## src/rtl/mem_stage_pkg.sv

```systemverilog
// Shared definitions for the MEM pipeline stage: FSM state encoding,
// the default datapath width and a small access-decode helper.
package mem_stage_pkg;

    // Default datapath width of the stage.
    localparam int XLEN_DEFAULT = 64;

    // Memory-access sequencer states.
    typedef enum logic [0:0] {
        ST_IDLE = 1'b0,
        ST_BUSY = 1'b1
    } mem_state_e;

    // True when the EX/MEM control word asks for a data-memory access.
    function automatic logic is_mem_op(input logic mem_read, input logic mem_write);
        return mem_read | mem_write;
    endfunction

endpackage

```

## src/rtl/mem_wb_register.sv

```systemverilog
// MEM/WB pipeline register. A bubble clears every field so the write-back
// stage sees a harmless no-op while the memory stage is still waiting.
module mem_wb_register
    import mem_stage_pkg::*;
#(
    parameter int XLEN = XLEN_DEFAULT
) (
    input  logic            clk,
    input  logic            reset,
    input  logic            bubble,
    input  logic [XLEN-1:0] read_data,
    input  logic [XLEN-1:0] alu_result,
    input  logic [4:0]      rd,
    input  logic            memToReg,
    input  logic            reg_write,
    output logic [XLEN-1:0] read_data_reg,
    output logic [XLEN-1:0] alu_result_reg,
    output logic [4:0]      rd_reg,
    output logic            memToReg_reg,
    output logic            reg_write_reg
);

    // Capture the stage result, or load a bubble; reset clears everything.
    always_ff @(posedge clk) begin
        if (reset || bubble) begin
            read_data_reg  <= {XLEN{1'b0}};
            alu_result_reg <= {XLEN{1'b0}};
            rd_reg         <= 5'd0;
            memToReg_reg   <= 1'b0;
            reg_write_reg  <= 1'b0;
        end else begin
            read_data_reg  <= read_data;
            alu_result_reg <= alu_result;
            rd_reg         <= rd;
            memToReg_reg   <= memToReg;
            reg_write_reg  <= reg_write;
        end
    end

endmodule

```

## src/rtl/mem_stage.sv

```systemverilog
// MEM pipeline stage: resolves branches, sequences data-memory accesses
// through a two-state IDLE/BUSY handshake and feeds the MEM/WB register.
// Every memory op spends one IDLE cycle (stall raised) before issuing its
// request in BUSY, so back-to-back accesses never overlap.
// Optional feature: define MEM_TIMEOUT_EN to abort a BUSY access after
// TIMEOUT_CYCLES unacknowledged cycles and raise the sticky mem_error flag.
module mem_stage
    import mem_stage_pkg::*;
#(
    parameter int XLEN           = XLEN_DEFAULT,
    parameter int TIMEOUT_CYCLES = 16
) (
    input  logic            clk,
    input  logic            reset,
    input  logic [XLEN-1:0] pc_plus_imm,
    input  logic [XLEN-1:0] alu_result,
    input  logic [XLEN-1:0] rd2,
    input  logic [4:0]      rd,
    input  logic            mem_read,
    input  logic            mem_write,
    input  logic            memToReg,
    input  logic            branch,
    input  logic            reg_write,
    input  logic            zero,
    output logic            pc_src,
    output logic [XLEN-1:0] branch_target,
    output logic            flush,
    output logic            stall,
    output logic            dmem_req,
    output logic            dmem_we,
    output logic [XLEN-1:0] dmem_addr,
    output logic [XLEN-1:0] dmem_wdata,
    input  logic [XLEN-1:0] dmem_rdata,
    input  logic            dmem_ack,
    output logic [XLEN-1:0] read_data_reg,
    output logic [XLEN-1:0] alu_result_reg,
    output logic [4:0]      rd_reg,
    output logic            memToReg_reg,
    output logic            reg_write_reg,
    output logic            mem_error
);

    if (TIMEOUT_CYCLES < 1) begin : g_bad_timeout
        $error("mem_stage: TIMEOUT_CYCLES must be at least 1");
    end

    mem_state_e      state_r;
    mem_state_e      next_state_s;
    logic            busy_s;
    logic            stall_s;
    logic            bubble_s;
    logic            timeout_hit_s;
    logic [XLEN-1:0] wb_read_data_s;

    assign busy_s = (state_r == ST_BUSY);

    // Branch resolution is purely combinational from the EX/MEM fields.
    assign pc_src        = branch & zero;
    assign flush         = branch & zero;
    assign branch_target = pc_plus_imm;

    // Request is only visible in BUSY and is masked while reset is held.
    assign dmem_req   = busy_s & ~reset;
    assign dmem_we    = busy_s & ~reset & mem_write;
    assign dmem_addr  = busy_s ? alu_result : {XLEN{1'b0}};
    assign dmem_wdata = busy_s ? rd2 : {XLEN{1'b0}};
    assign stall      = stall_s;

`ifdef MEM_TIMEOUT_EN
    localparam int CNT_W = $clog2(TIMEOUT_CYCLES + 1);

    logic [CNT_W-1:0] tmo_cnt_r;
    logic             mem_error_r;

    // The last allowed unacked BUSY cycle aborts the access.
    assign timeout_hit_s = busy_s && !dmem_ack &&
                           (tmo_cnt_r == CNT_W'(TIMEOUT_CYCLES - 1));

    // Count unacked BUSY cycles; latch the error flag on abort.
    always_ff @(posedge clk) begin
        if (reset) begin
            tmo_cnt_r   <= {CNT_W{1'b0}};
            mem_error_r <= 1'b0;
        end else begin
            if (busy_s && !dmem_ack && !timeout_hit_s) begin
                tmo_cnt_r <= tmo_cnt_r + CNT_W'(1);
            end else begin
                tmo_cnt_r <= {CNT_W{1'b0}};
            end
            if (timeout_hit_s) begin
                mem_error_r <= 1'b1;
            end else begin
                mem_error_r <= mem_error_r;
            end
        end
    end

    assign mem_error = mem_error_r;
`else
    assign timeout_hit_s = 1'b0;
    assign mem_error     = 1'b0;
`endif

    // Next-state, stall and MEM/WB selection for the access sequencer.
    always_comb begin
        next_state_s   = state_r;
        stall_s        = 1'b0;
        bubble_s       = 1'b0;
        wb_read_data_s = {XLEN{1'b0}};
        case (state_r)
            ST_IDLE: begin
                // dmem_ack is deliberately ignored here.
                if (is_mem_op(mem_read, mem_write)) begin
                    stall_s      = 1'b1;
                    bubble_s     = 1'b1;
                    next_state_s = ST_BUSY;
                end else begin
                    next_state_s = ST_IDLE;
                end
            end
            ST_BUSY: begin
                if (dmem_ack) begin
                    next_state_s = ST_IDLE;
                    if (mem_read) begin
                        wb_read_data_s = dmem_rdata;
                    end else begin
                        wb_read_data_s = {XLEN{1'b0}};
                    end
                end else if (timeout_hit_s) begin
                    bubble_s     = 1'b1;
                    next_state_s = ST_IDLE;
                end else begin
                    stall_s      = 1'b1;
                    bubble_s     = 1'b1;
                    next_state_s = ST_BUSY;
                end
            end
            default: begin
                bubble_s     = 1'b1;
                next_state_s = ST_IDLE;
            end
        endcase
    end

    // Sequencer state register; reset wins over any pending ack.
    always_ff @(posedge clk) begin
        if (reset) begin
            state_r <= ST_IDLE;
        end else begin
            state_r <= next_state_s;
        end
    end

    mem_wb_register #(
        .XLEN (XLEN)
    ) u_mem_wb (
        .clk            (clk),
        .reset          (reset),
        .bubble         (bubble_s),
        .read_data      (wb_read_data_s),
        .alu_result     (alu_result),
        .rd             (rd),
        .memToReg       (memToReg),
        .reg_write      (reg_write),
        .read_data_reg  (read_data_reg),
        .alu_result_reg (alu_result_reg),
        .rd_reg         (rd_reg),
        .memToReg_reg   (memToReg_reg),
        .reg_write_reg  (reg_write_reg)
    );

endmodule

```

## config.mk

```make
export PLATFORM = sky130hd
export DESIGN_NAME = mem_stage
export DESIGN_NICKNAME = d
export VERILOG_FILES = /design/src/rtl/mem_stage_pkg.sv /design/src/rtl/mem_wb_register.sv /design/src/rtl/mem_stage.sv
export SDC_FILE = /design/constraint.sdc
export NUM_CORES = 1
export LEC_CHECK = 0
export BUFFER_PORTS_ARGS = -buffer_cell sky130_fd_sc_hd__buf_2
export CAP_MARGIN = 0
export CORE_AREA = 2 2 235 237
export DETAILED_ROUTE_END_ITERATION = 16
export DIE_AREA = 0 0 237 239
export PLACE_DENSITY = 0.38
export SLEW_MARGIN = 20
export SYNTH_ARGS = -nofsm -noshare
export SYNTH_HDL_FRONTEND = slang
export SYNTH_HIERARCHICAL = 1
export SYNTH_SLANG_ARGS = --single-unit
```

## constraint.sdc

```tcl
create_clock -name clk -period 3.9 [get_ports clk]
set_clock_uncertainty 0.15 [all_clocks]
set_input_delay 0.39 -clock clk [delete_from_list [all_inputs] [get_ports clk]]
set_output_delay 0.39 -clock clk [all_outputs]
set_load 0.01 [all_outputs]
```

# == Yosys cells after proc, flatten, opt, wreduce, memory -nomap -nowiden ==
# Index checks and enable logic that the tools add are counted.
# op_classes
n_mux,5
n_bitwise,8
reduce_logical,2
# op_table
cell,n
$mux 64,2
$not 1->1,4
$reduce_or 4->1,1
$and 1x1->1,3
$mux 1,2
$pmux 1 s2,1
$logic_or 1x1->1,1
$or 1x1->1,1
# totals
ff_bits,136
elab_cells,21

# == Logic depth before layout (Yosys ltp) ==
# Gate-level depths: netlist of the first run.
# logic_depth
depth_word,5
mapped_depth,7

# == Modules after synthesis ==
# The synthesis of the first run kept the hierarchy.
# by_module_without_submodules
mod,instances,cells_per_inst,area_per_inst_um2,seq_area_each_um2
mem_wb_register,1,300,4197.8,2702.6
mem_stage,1,288,1891.8,20.0

# == Least setup slack after synthesis of the first run ==
# No wires, ideal clock.
# synth_path
kind,flip-flop to flip-flop
startpoint,reg state_r (netlist: busy_s)
endpoint,reg u_mem_wb.read_data_reg[11]
setup_ps,117
t_arrival_ps,1414
required_ps,3633
path_slack_ps,2220
stages_incl_launch_ff,8
path_buffers,4
cell_sequence,dfxtp_1 > buf_2 > nor3_1 > a21oi_1 > buf_6 > buf_6 > buf_6 > nor3b_2
# synth_via
elab_chain_len,4
# synth_lines
element,line,text
from (decl),mem_stage.sv:47,mem_state_e state_r;
from (signal assigned),mem_stage.sv:150,state_r <= next_state_s;
$not 1->1 (no source line),--,
$pmux 1 s2 *,--,
net stall,mem_stage.sv:28,"output logic stall,"
$logic_or 1x1->1 *,mem_wb_register.sv:25,if (reset || bubble) begin
$reduce_or 4->1 (no source line) *,--,
to (signal assigned),mem_wb_register.sv:26,read_data_reg <= {XLEN{1'b0}};
to (signal assigned),mem_wb_register.sv:32,read_data_reg <= read_data;
to (decl),mem_wb_register.sv:16,"output logic [XLEN-1:0] read_data_reg,"
# The timed path passes the listed nets; every way through them passes the cells marked *.
# A chain may end at the register's enable or synchronous reset.

# == Worst setup path after layout of the first run ==
# layout_path
startpoint,reg state_r (netlist: busy_s)
endpoint,out dmem_wdata[58]
# layout_via
elab_chain_len,1
# layout_lines
element,line,text
$mux 64,mem_stage.sv:66,assign dmem_wdata = busy_s ? rd2 : {XLEN{1'b0}};
to (decl),mem_stage.sv:32,"output logic [XLEN-1:0] dmem_wdata,"
# No other way between the ends.

==> results of run 1 <==
==> critical path: stages, from the launching register on <==
cell	delay [ns]
dfxtp_4	0.59
buf_4	0.64
and2_1	0.24
buf_2	0.15
==> cell type report <==
cell class	instances	share of cell area, %
antenna	1	0.02558
clock buffer	19	4.630
clock inverter	12	1.445
multi-input combinational	335	25.83
sequential	136	27.87
tap	704	9.004
timing repair buffer	541	31.19
==> through the flow <==
step | area, µm² | instances | hold slack [ns] | utilization [%]
after floorplan | 6090 | 588 | 0.3185 | -
after global placement | 8562 | 1654 | 0.4831 | 15.76
after detailed placement | 8562 | 1654 | 0.4975 | 15.76
after CTS | 9777 | 1747 | 0.00005379 | 17.99
after global routing | 9781 | 1747 | 0.008141 | 18.00
final | 9783 | 1748 | 0.06319 | 18.00
==> power breakdown <==
group	internal, mW	switching [mW]
sequential	1.42	0.0170
clock	0.979	0.715
combinational	0.273	0.311
total	2.68	1.04
==> cell usage in the layout, fill, tap and decap left out <==
cell           count
buf_2            472
and2_1           194
dfxtp_1          135
nor3b_1           85
dlygate4sd3_1     62
nor3b_2           50
clkbuf_16         17
buf_4              5
inv_6              4
clkinv_4           3
clkbuf_8           2
bufinv_16          2
clkinvlp_4         2
diode_2            1
and3_4             1
nor2b_1            1
nor3_1             1
a21oi_4            1
a211oi_1           1
conb_1             1
dfxtp_4            1
clkinv_2           1
buf_6              1
buf_12             1
==> routing by layer <==
layer	part of all wire, %	up-vias	GRT usage, %
li1	-	2693	-
met1	38	2642	10.62
met2	51	329	17.99
met3	8.3	56	4.503
met4	2.3	6	3.721
met5	0.12	-	0
==> logic make-up (layout without fill, tap and decap cells) <==
family                 Yosys count  count (layout)  synth area share (%)
DFF                            136             136                 44.71
and+or+nand+nor                332             332                 40.97
buffers and inverters          117             572                 14.05
other                            1               2               0.06158
AOI/OAI and AO/OA                2               2                0.2054
==> how the worst max path moves through the flow <==
stage	slack, ns	to
2_1_floorplan	2.22	u_mem_wb/read_data_reg[11]
3_3_place_gp	1.63	u_mem_wb/read_data_reg[9]
3_5_place_dp	1.58	u_mem_wb/read_data_reg[22]
4_1_cts	1.07	dmem_wdata[58]
5_1_grt	0.94	dmem_wdata[46]
6_report	1.23	dmem_wdata[58]
==> repair_timing <==
action                                  4_1_cts  5_1_grt
hold endpoints to repair                     62        0
setup buffers                                 0        0
hold buffers                                 62        0
endpoints found under the setup margin        0        0
resized for setup                             0        0
==> impl_metrics.tcl, run 1 <==
set metrics [dict create \
    cp-start-kind "register" \
    start_util_pct 11.21 \
    final_nets 1301 \
    grt_pass1_vias 5843 \
    power_density_mw_per_mm2 380.2 \
    synth_seq_area_share_pct 44.71 \
    cts_tree "done" \
    root_buffer "clkbuf_16" \
    grt_usage_pct 10.16 \
    io_buffers 473 \
    min_to "u_mem_wb/alu_result_reg[16]" \
    seq_area_mm2 0.002726 \
    grt_max_degree 98 \
    wl_per_cell_um 16.67 \
    overflow 0 \
    period_share_pct 68.54 \
    ir_worst_vdd_mv 0.3169 \
    path_clk_slew_ns 0.06 \
    rows 86 \
    yosysWarnings 6 \
    ys_seq_elements 136 \
    min-delay-start "alu_result[16]" \
    min_period_ns 2.673 \
    ys.flop_type "dfxtp_1" \
    cap_violations 0 \
    die_area_mm2 0.05664 \
    io_pins 603 \
    fin_ws_ns 1.227 \
    multiInputGateArea_mm2 0.002527 \
    synth_area_per_cell_um2 10.36 \
    cts.htree.levels 4 \
    crit_path_start "busy_s" \
    synthArstFlopShare_pct 0 \
    slew_headroom_pct 50.54 \
    drc_errors 0 \
    clock_path_buffers 2 \
    yosys.area.top_type_share_pct 44.71 \
    power_leakage_nw 4.632 \
    synth.distinct_cells 14 \
    synth_most_common_cell "and2_1" \
    gp_congestion 0.7043 \
    ys_top_cells_by_area "dfxtp_1 (45%), and2_1 (20%), nor3b_1 (10%)" \
    syn_nets 858 \
    clock-sinks 136 \
    antenna_found_initial 8 \
    setup_tns_ns 0 \
    critPathMaxFanout 97 \
    p_total_mw 3.720 \
    synth_common_cells "and2_1 (194), dfxtp_1 (136), nor3b_1 (85), buf_4 (67), nor3b_2 (50)" \
    arrival_ns 2.13 \
    fp.dieW_um 237 \
    setup.worst_path.class "reg -> out" \
    r2r_slack_ns 1.97 \
    fmax_mhz 374.1 \
    hold_viol_final 0 \
    regToRegEndpoint "u_mem_wb/alu_result_reg[46]" \
    ant_nets 0 \
    via_per_inst 3.276 \
    rsz0062_at_grt "no" \
    clk_latency_ns 0.46 \
    numCtsBuffers 17 \
    drtIter0Drc 137 \
    synth_edf_count 0 \
    grt_pass1_wl_um 40610 \
    drt_wl_total_um 29150 \
    hold_depth 2 \
    worst-slew-pin-transition_ns 0.7420 \
    synthCells 588 \
    syn_to_final_growth_pct 60.65 \
    worst_hold_path_type "in -> reg" \
    via_count 5726 \
    core-area_mm2 0.05434 \
    fill_cells 6129 \
    worstPathRequired_ns 3.36 \
    dp_hpwl_um 22430 \
    finalMaxSlewViolations 0 \
    netlist.top_cell.by_area "dfxtp_1" \
    firstDrtPassIters 4 \
    status "finished clean" \
    rr_worst_depth 4 \
    end_kind "output port" \
    pre_cts_slack_ns 1.584 \
    r2r_start "busy_s" \
    drive_gt1_share_pct 53.98 \
    die_h_um 239 \
    setup_violations 0 \
    syn_area_mm2 0.006090 \
]
Note: power is estimated with default switching activity, not from simulation.
==> run 2, diff against run 1 <==
ABC_AREA = 1   (was unset)
CORE_AREA = 2 2 232 234   (was 2 2 235 237)
DIE_AREA = 0 0 234 236   (was 0 0 237 239)
clock period = 2.6 ns   (was 3.9 ns; I/O delays follow)
==> run 2 against run 1 <==
  * Worst setup slack worse by 0.83 ns
  * Final area is 8.1% higher
  * Critical path type unchanged
  * Synthesized cell count is 54% higher
  * Register-to-register slack worse by 1.2 ns
  * Global-route usage is 1.3 points higher
  * Cell count is 23% higher
==> impl_metrics.tcl, run 2 <==
set metrics [dict create \
    cts_setup_buffers 0 \
    rows 85 \
    layout_common_cells "buf_2 (473), inv_1 (330), nor2_1 (202)" \
    p_total_mw 5.716 \
    root_buffer "clkbuf_16" \
    netlist.top_cell.by_area "dfxtp_1" \
    drtIter0Drc 203 \
    arrival_ns 1.80 \
    ys.flop_type "dfxtp_1" \
    via_per_inst 3.159 \
    setup_tns_ns 0 \
    period_share_pct 84.88 \
    worst-slew-pin-transition_ns 0.5839 \
    final_nets 1712 \
    r2r_start "busy_s" \
    ant_nets 0 \
    setup_violations 0 \
    fill_cells 6070 \
    rsz0062_at_grt "no" \
    r2r_slack_ns 0.82 \
    cts_tree "done" \
    antenna_found_initial 5 \
    synth_common_cells "inv_1 (330), nor2_1 (202), dfxtp_1 (136), nand2_1 (132), buf_4 (66)" \
    syn_nets 1177 \
    clock-sinks 136 \
    worstPathRequired_ns 2.19 \
    wl_per_cell_um 14.97 \
    crit_path_start "busy_s" \
    end_kind "output port" \
    fin_ws_ns 0.3930 \
    drt_wl_total_um 32190 \
    path_clk_slew_ns 0.06 \
    drive_gt1_share_pct 35.42 \
    status "finished clean" \
    setup.worst_path.class "reg -> out" \
    clk_latency_ns 0.48 \
    finalMaxSlewViolations 0 \
    met1_usage_pct 9.252 \
    min_period_ns 2.207 \
    die_h_um 236 \
    synth.distinct_cells 11 \
    io_pins 603 \
    yosys.area.top_type_share_pct 45.73 \
    ys_seq_elements 136 \
    syn_to_final_growth_pct 77.64 \
    regToRegEndpoint "u_mem_wb/alu_result_reg[60]" \
    synth_most_common_cell "inv_1" \
    cap_violations 0 \
    grt_pass1_wl_um 44730 \
    numCtsBuffers 17 \
    cts_resized 0 \
    power_leakage_nw 6.708 \
    globalRouteMet2Util_pct 22.27 \
    critPathMaxFanout 113 \
    cts.htree.levels 4 \
    fin_cells 2151 \
    grt_busiest_layer "met2" \
    ys_top_cells_by_area "dfxtp_1 (46%), inv_1 (21%), nor2_1 (13%)" \
    cp-start-kind "register" \
    clock_path_buffers 2 \
    place_inst 1982 \
    pre_cts_slack_ns 0.8256 \
    post-route-util_pct 19.93 \
    via_count 6796 \
    slew_headroom_pct 61.07 \
    fin_hold_ws_ns 0.1937 \
    yosysWarnings 6 \
    synth_seq_area_share_pct 45.73 \
    rr_worst_depth 8 \
    grt_usage_pct 11.51 \
    dp_hpwl_um 26370 \
    grt_max_degree 114 \
    synthCells 907 \
    synth_edf_count 0 \
    drc_errors 0 \
    layout_commonest_cell "buf_2" \
    gp_congestion 0.8880 \
    worst_hold_path_type "in -> reg" \
    overflow 0 \
    core-area_mm2 0.05307 \
    fmax_mhz 453.1 \
    hold_viol_final 0 \
    dpl_cell_area_mm2 0.008592 \
    die_area_mm2 0.05522 \
    synth_area_per_cell_um2 6.564 \
    ctsHoldBuffers 137 \
    grt_pass1_vias 6909 \
    firstDrtPassIters 6 \
    use_met3_pct 5.633 \
    critPathCapture "dmem_addr[23]" \
    ir_worst_vdd_mv 0.4324 \
    start_util_pct 11.22 \
    design_area_mm2 0.01058 \
    power_density_mw_per_mm2 540.5 \
    io_buffers 473 \
    fp.dieW_um 234 \
    synthArstFlopShare_pct 0 \
    syn_area_mm2 0.005953 \
]
## run 2: cell count changes after synthesis, moves of 50 or more
cell,change
nor3b_1,-84
nor3b_2,-50
and2_1,-194
nand2_1,+132
inv_1,+330
nor2_1,+202
## run 2: how the worst min path moves through the flow
stage / startpoint / to / slack [ns] / cells past startpoint
3_3_place_gp: memToReg / u_mem_wb/memToReg_reg / 0.33 / 3
2_1_floorplan: reset / busy_s / 0.18 / 1
6_report: mem_read / u_mem_wb/read_data_reg[26] / 0.19 / 5
5_1_grt: mem_read / u_mem_wb/read_data_reg[2] / 0.23 / 5
4_1_cts: mem_read / u_mem_wb/read_data_reg[3] / 0.15 / 5
3_5_place_dp: rd[3] / u_mem_wb/rd_reg[3] / 0.33 / 3
## run 2: worst max-delay path, cell delays in order, from the launching register on
cell	delay, ns
dfxtp_4	0.47
buf_12	0.34
nand2_1	0.12
inv_1	0.09
buf_2	0.13
## run 2: where the power goes
| group | total, mW | internal [mW] | switching, mW |
|---|---|---|---|
| clock | 2.60 | 1.54 | 1.06 |
| sequential | 2.15 | 2.14 | 0.0189 |
| combinational | 0.960 | 0.448 | 0.512 |
| total | 5.72 | 4.13 | 1.59 |
## run 2: routing by layer
| metal | vias to the layer above | wire length, µm |
|---|---|---|
| met5 | - | 13 |
| met4 | 2 | 1288 |
| met1 | 2979 | 10060 |
| li1 | 3377 | - |
| met2 | 403 | 17330 |
| met3 | 35 | 3499 |
## run 2: logic make-up after synthesis
kind of cell | share of synthesized area, %
simple gates | 21.40
flops | 45.73
other cells | 0.06299
buf+inv | 32.81
## run 2: cell type report
cell class | instances | area [µm²] | share of cell area [%]
Tap cell | 696 | 870.8 | 8.235
Inverter | 333 | 1250 | 11.82
Sequential cell | 136 | 2726 | 25.78
Antenna cell | 1 | 2.502 | 0.02366
Clock buffer | 19 | 442.9 | 4.188
Multi-Input combinational cell | 338 | 1282 | 12.13
Timing Repair Buffer | 616 | 3834 | 36.25
Clock inverter | 12 | 166.4 | 1.574
